$ cat src/rtl/reg_wb_arbiter.sv
// reg_wb_arbiter
//   Shares the single register-file write port between two writers:
//   port 0 = pipeline writeback stage, port 1 = side writer (trap unit,
//   late load return). Fixed priority to port 0, with a starvation guard
//   that forces port 1 first after it has waited STARVE_LIMIT cycles.
// Ports
//   clk_50MHz   system clock, all state on rising edge
//   rst         synchronous reset, active-high
//   hold        1 = grant nothing this cycle (freeze / flush)
//   pN_valid    port N write request
//   pN_ready    port N accepted this cycle (combinational)
//   pN_op/addr/data  port N write selector / general-reg index / data
//   reg_op, wb_addr, wb_data  registered write to register file
//   starved     registered; 1 while port 1 holds forced priority
module reg_wb_arbiter #(
    parameter int DATA_W                = 16,
    parameter int ADDR_W                = 3,
    parameter int OP_W                  = 3,
    parameter logic [OP_W-1:0] OP_NOP   = 3'd0,
    parameter int STARVE_LIMIT          = 4
) (
    input  logic              clk_50MHz,
    input  logic              rst,
    input  logic              hold,
    input  logic              p0_valid,
    output logic              p0_ready,
    input  logic [OP_W-1:0]   p0_op,
    input  logic [ADDR_W-1:0] p0_addr,
    input  logic [DATA_W-1:0] p0_data,
    input  logic              p1_valid,
    output logic              p1_ready,
    input  logic [OP_W-1:0]   p1_op,
    input  logic [ADDR_W-1:0] p1_addr,
    input  logic [DATA_W-1:0] p1_data,
    output logic [OP_W-1:0]   reg_op,
    output logic [ADDR_W-1:0] wb_addr,
    output logic [DATA_W-1:0] wb_data,
    output logic              starved
);
    localparam int CNT_W = $clog2(STARVE_LIMIT + 1);
    localparam logic [CNT_W-1:0] LIMIT = CNT_W'(STARVE_LIMIT);

    typedef enum logic {PRI0, PRI1} state_t;

    state_t           state, state_nxt;
    logic [CNT_W-1:0] wait_cnt, cnt_nxt, cnt_inc;
    logic             grant_en, grant0, grant1;
    logic [OP_W-1:0]  win_op;
    logic [ADDR_W-1:0] win_addr;
    logic [DATA_W-1:0] win_data;

    // Grants are masked by rst so a request presented during reset is
    // never consumed by the requester.
    assign grant_en = ~rst & ~hold;
    assign grant1   = grant_en & p1_valid & ((state == PRI1) | ~p0_valid);
    assign grant0   = grant_en & p0_valid & ~((state == PRI1) & p1_valid);
    assign p0_ready = grant0;
    assign p1_ready = grant1;

    assign win_op   = grant1 ? p1_op   : p0_op;
    assign win_addr = grant1 ? p1_addr : p0_addr;
    assign win_data = grant1 ? p1_data : p0_data;

    // Saturating increment; the counter never needs to exceed LIMIT.
    assign cnt_inc = (wait_cnt == LIMIT) ? wait_cnt : wait_cnt + CNT_W'(1);

    always_comb begin
        state_nxt = state;
        cnt_nxt   = wait_cnt;
        if (!hold) begin
            case (state)
                PRI0: begin
                    if (p1_valid && !grant1) begin
                        cnt_nxt = cnt_inc;
                        if (cnt_inc == LIMIT) state_nxt = PRI1;
                    end else begin
                        cnt_nxt = '0;
                    end
                end
                PRI1: begin
                    // Leave forced priority once port 1 is served or withdraws.
                    if (grant1 || !p1_valid) begin
                        state_nxt = PRI0;
                        cnt_nxt   = '0;
                    end
                end
                default: begin
                    state_nxt = PRI0;
                    cnt_nxt   = '0;
                end
            endcase
        end
    end

    always_ff @(posedge clk_50MHz) begin
        if (rst) begin
            state    <= PRI0;
            wait_cnt <= '0;
            starved  <= 1'b0;
            reg_op   <= OP_NOP;
            wb_addr  <= '0;
            wb_data  <= '0;
        end else begin
            state    <= state_nxt;
            wait_cnt <= cnt_nxt;
            starved  <= (state_nxt == PRI1);
            // A granted NOP is consumed but leaves addr/data untouched, same
            // as an idle cycle; only real writes update the address/data.
            if ((grant0 || grant1) && (win_op != OP_NOP)) begin
                reg_op  <= win_op;
                wb_addr <= win_addr;
                wb_data <= win_data;
            end else begin
                reg_op  <= OP_NOP;
            end
        end
    end
endmodule
$ cat config.mk
export PLATFORM = sky130hd
export DESIGN_NAME = reg_wb_arbiter
export DESIGN_NICKNAME = d
export VERILOG_FILES = /design/src/rtl/reg_wb_arbiter.sv
export SDC_FILE = /design/constraint.sdc
export NUM_CORES = 1
export LEC_CHECK = 0
export CAP_MARGIN = 40
export CORE_ASPECT_RATIO = 0.9
export CORE_UTILIZATION = 30
export DETAILED_ROUTE_END_ITERATION = 8
export PLACE_DENSITY_LB_ADDON = 0.12
export SLEW_MARGIN = 20
export SYNTH_ARGS = -nofsm -noshare
export SYNTH_HDL_FRONTEND = slang
export SYNTH_SLANG_ARGS = --single-unit
$ cat constraint.sdc
create_clock -name clk_50MHz -period 4.4 [get_ports clk_50MHz]
set_input_delay 0.88 -clock clk_50MHz [delete_from_list [all_inputs] [get_ports clk_50MHz]]
set_output_delay 0.88 -clock clk_50MHz [all_outputs]
set_load 0.02 [all_outputs]
==> out/summary.log <==
qor: logic_synthesis.synthesized_netlist_cell_count 169
qor: setup_path.critical_path.startpoint_type input port
qor: placement.post_dp_cell_area 2120 µm²
qor: timing.clock_skew 4.93 ps
qor: power_and_ir_drop.power_frac_clock 33.2%
qor: floorplan.initial_utilization 31.8%
qor: detailed_routing.antenna_left 0
qor: logic_synthesis.synth_fp_nets 220
qor: detailed_routing.routed_wire_length_per_instance 14.3 µm
qor: logic_synthesis.synth.cell_area 1450 µm²
qor: placement.placement.io_buffers 73
qor: cts.post_cts_resize_count 0
qor: timing.finalSetupViolations 0
qor: setup_path.slowest_delay 610 ps
qor: final_layout.antenna_cells 0
qor: detailed_routing.drc_errors 0
qor: logic_synthesis.synth_top_family_by_area compound AO/OA/AOI/OAI gates
qor: timing.max_clock_freq 289 MHz
qor: worst_hold_path.min_delay_path_depth 2
qor: power_and_ir_drop.power.ir.vdd_worst 0.113 mV
qor: placement.gp_routability_congestion 0.754
qor: final_layout.layout-area-overhead-vs-synth 51.4%
qor: setup_path.ff2ff_path_depth 4
qor: timing.timing.max_slew.rel_slack 69.4%
qor: power_and_ir_drop.seq_power_share 42.6%
qor: setup_path.path_max_fanout 8
qor: cts.cts_setup_buffers 0
qor: power_and_ir_drop.pwr-share-comb 24.2%
qor: final_layout.layout-drive-gt1-share 7.23%
qor: setup_path.critical_path_cell_count 5
qor: floorplan.die_width 75.2 µm
qor: setup_path.worstPathCellList clkdlybuf4s50_1 > nor2_1 > nand3_1 > inv_1 > clkdlybuf4s50_1
qor: logic_synthesis.synthDistinctLibCells 33
qor: timing.layout_min_cycle_time 3460 ps
qor: cts.clock_sinks 26
qor: global_routing.vias_in_the_first_global_route 1357
qor: global_routing.global_route.overflow_total 0
qor: timing.fin_setup_tns 0 ps
qor: cts.worstSkewPairLatency 270 ps
qor: power_and_ir_drop.p_int 451 µW
qor: cts.htreeDepth 1
qor: setup_path.cp.buffers_inverters 3
qor: final_layout.layout.nets 287
qor: worst_hold_path.hp_class register to register
qor: detailed_routing.routed_via_density 5.03
qor: logic_synthesis.post_synth_main_area_contributors sky130_fd_sc_hd__dfxtp_1 (36%), sky130_fd_sc_hd__nand2_1 (13%), sky130_fd_sc_hd__a311oi_1 (9.7%), sky130_fd_sc_hd__a31oi_1 (8.2%), sky130_fd_sc_hd__buf_6 (5.5%)
qor: timing.worst-slew-pin-transition 459 ps
qor: floorplan.num_rows 23
qor: final_layout.layout_cells_excl_fill 297
qor: power_and_ir_drop.power.leakage 0.000799 µW
qor: job.drv_cap 0
qor: logic_synthesis.synthXorXnorAreaFrac 0%
qor: cts.clkTransAtPathRegs 90 ps
qor: logic_synthesis.synthDominantCellAreaShare 36.0%
qor: floorplan.dieHeight 67.8 µm
qor: global_routing.grt_antenna_before_repair 0
qor: logic_synthesis.synthSimpleGateAreaFrac 22.2%
qor: floorplan.io_pins 74
qor: setup_path.critical-path-top-delay-family buffers and inverters
qor: global_routing.grt_use_total 17.1%
qor: setup_path.cp.arrival 2580 ps
qor: floorplan.dieArea 5100 µm²
qor: final_layout.final_design_area_no_fill 2190 µm²
qor: cts.cts_root_buf sky130_fd_sc_hd__clkbuf_8
qor: logic_synthesis.syn_area_per_cell 8.55 µm²
qor: global_routing.grt_pass1_wl 6580 µm
qor: logic_synthesis.synth-warning-count 0
qor: detailed_routing.drt-total-wl 4250 µm
qor: logic_synthesis.synthMuxAreaShare 0.779%
qor: logic_synthesis.synth_top_area_cell sky130_fd_sc_hd__dfxtp_1
qor: placement.placed_cells_incl_taps 293
qor: detailed_routing.route.vias.total 1495
qor: final_layout.filler_cell_count 457
qor: timing.rsz0062_at_grt no
qor: cts.tritoncts done
qor: detailed_routing.initialDrtViolationCount 50
qor: logic_synthesis.synth-seq-area-share 36.0%
qor: cts.cts_buffer_depth 2
qor: final_layout.most_common_cell_after_layout_fill_and_taps_aside sky130_fd_sc_hd__clkdlybuf4s50_1
qor: logic_synthesis.arithmetic_cell_share_of_the_synthesized_area_counting_full_adders_half_adders_and_majority_gates 1.73%
qor: timing.number_of_max_slew_violations_in_the_final_report 0
qor: floorplan.design.core.area 4550 µm²
qor: global_routing.pin_count_of_the_biggest_net_entering_global_routing 26
qor: placement.post-dp-hpwl 2860 µm
qor: cts.holdBufCountCts 0
qor: detailed_routing.first_pass_iters 4
qor: setup_path.timing_worst_setup_path_type input port to output port
qor: power_and_ir_drop.total_switching_power 148 µW
qor: setup_path.cp-end-kind output port
qor: final_layout.layout.cells.most_common_list sky130_fd_sc_hd__clkdlybuf4s50_1 (73), sky130_fd_sc_hd__nand2_1 (49), sky130_fd_sc_hd__dfxtp_1 (26), sky130_fd_sc_hd__a31oi_1 (19), sky130_fd_sc_hd__a311oi_1 (16)
qor: logic_synthesis.post_synthesis_compound_gate_area_fraction 26.2%
qor: timing.timing_hold_violations_final 0
qor: logic_synthesis.postSynthRegisterBits 26
qor: timing.period_share 78.7%
qor: power_and_ir_drop.power_switching_share 24.8%
qor: setup_path.required_time_at_the_worst_slack_endpoint 3520 ps
qor: power_and_ir_drop.power-per-cell-area 274 nW/µm²
qor: cts.cts_buffers 3
qor: outcome.status complete, no violations
qor: final_layout.post-route-util 48.1%
qor: setup_path.timing.critical_path.slowest_stage_cell sky130_fd_sc_hd__clkdlybuf4s50_1
qor: setup_path.cp_common_cell sky130_fd_sc_hd__clkdlybuf4s50_1
-- power by group through the flow --
stage	combinational (µW)	sequential, µW	clock, µW
2_1_floorplan	56.1	275	0
3_5_place_dp	144	261	0
5_1_grt	156	257	215
4_1_cts	145	255	207
3_3_place_gp	145	261	0
6_report	145	255	199
-- per-layer routing --
layer / vias to the layer above / global-route usage [%] / part of all wire, %
met3: 2 / 5.15 / 8.7
li1: 751 / - / -
met5: - / 0 / 0
met4: 0 / 3.47 / 0.40
met1: 679 / 23.1 / 50
met2: 63 / 26.9 / 41
-- stage by stage --
| step | total power, µW | hold WS, ps | worst slack (ps) |
|---|---|---|---|
| global route | 628 | 506 | 789 |
| floorplan | 331 | 449 | 1850 |
| finish | 599 | 484 | 939 |
| global placement | 406 | 477 | 957 |
| detailed placement | 405 | 474 | 919 |
| CTS | 607 | 486 | 920 |
-- worst min-delay path, delay by kind of cell (launching register included) --
family | cells | cell delay (ps)
flip-flops | 1 | 330
AO/OA/AOI/OAI | 1 | 50
AND/OR/NAND/NOR | 1 | 60
-- path summary, 6_finish.rpt --
kind                               endpoint  slack, ps   startpoint
worst min register to register  wait_cnt[1]        480  wait_cnt[1]
worst min-delay path            wait_cnt[1]        480  wait_cnt[1]
worst max register to register  wb_data[12]       2810        state
worst max-delay path               p1_ready        940         hold
-- registers in the layout, indices dropped and copies added (netlist names) --
signal    cells
wb_data      16
wait_cnt      3
state         1
reg_op        3
wb_addr       3
-- cell families (layout without fill, tap and decap cells) --
family / Yosys count / count (layout)
adder cells (fa/ha/maj): 2 / 2
multiplexers: 1 / 1
AO/OA/AOI/OAI: 51 / 51
AND/OR/NAND/NOR: 69 / 69
flip-flops: 26 / 26
buffers and inverters: 20 / 86
-- synthesized netlist by cell type, drive strengths merged --
cell	number
nand2b	1
and3	3
dfxtp	26
buf	11
ha	2
or3b	1
a21boi	1
inv	4
dlymetal6s2s	1
clkbuf	3
o22ai	1
nor3b	1
nor3	4
a31oi	19
and2b	1
dlygate4sd3	1
nand3b	3
nand2	49
a21oi	7
mux2	1
o21a	1
nand3	2
o21ai	3
nor2	4
a311oi	19
-- cell type report --
cell class	count	area, µm²	area share (%)
Timing Repair Buffer	78	768	35.1
Multi-Input combinational cell	123	736	33.6
Sequential cell	26	520	23.8
Tap cell	62	77.6	3.54
Clock buffer	3	41.3	1.89
Clock inverter	1	30.0	1.37
Inverter	4	15.0	0.686
Power figures use the tool's default switching activity.
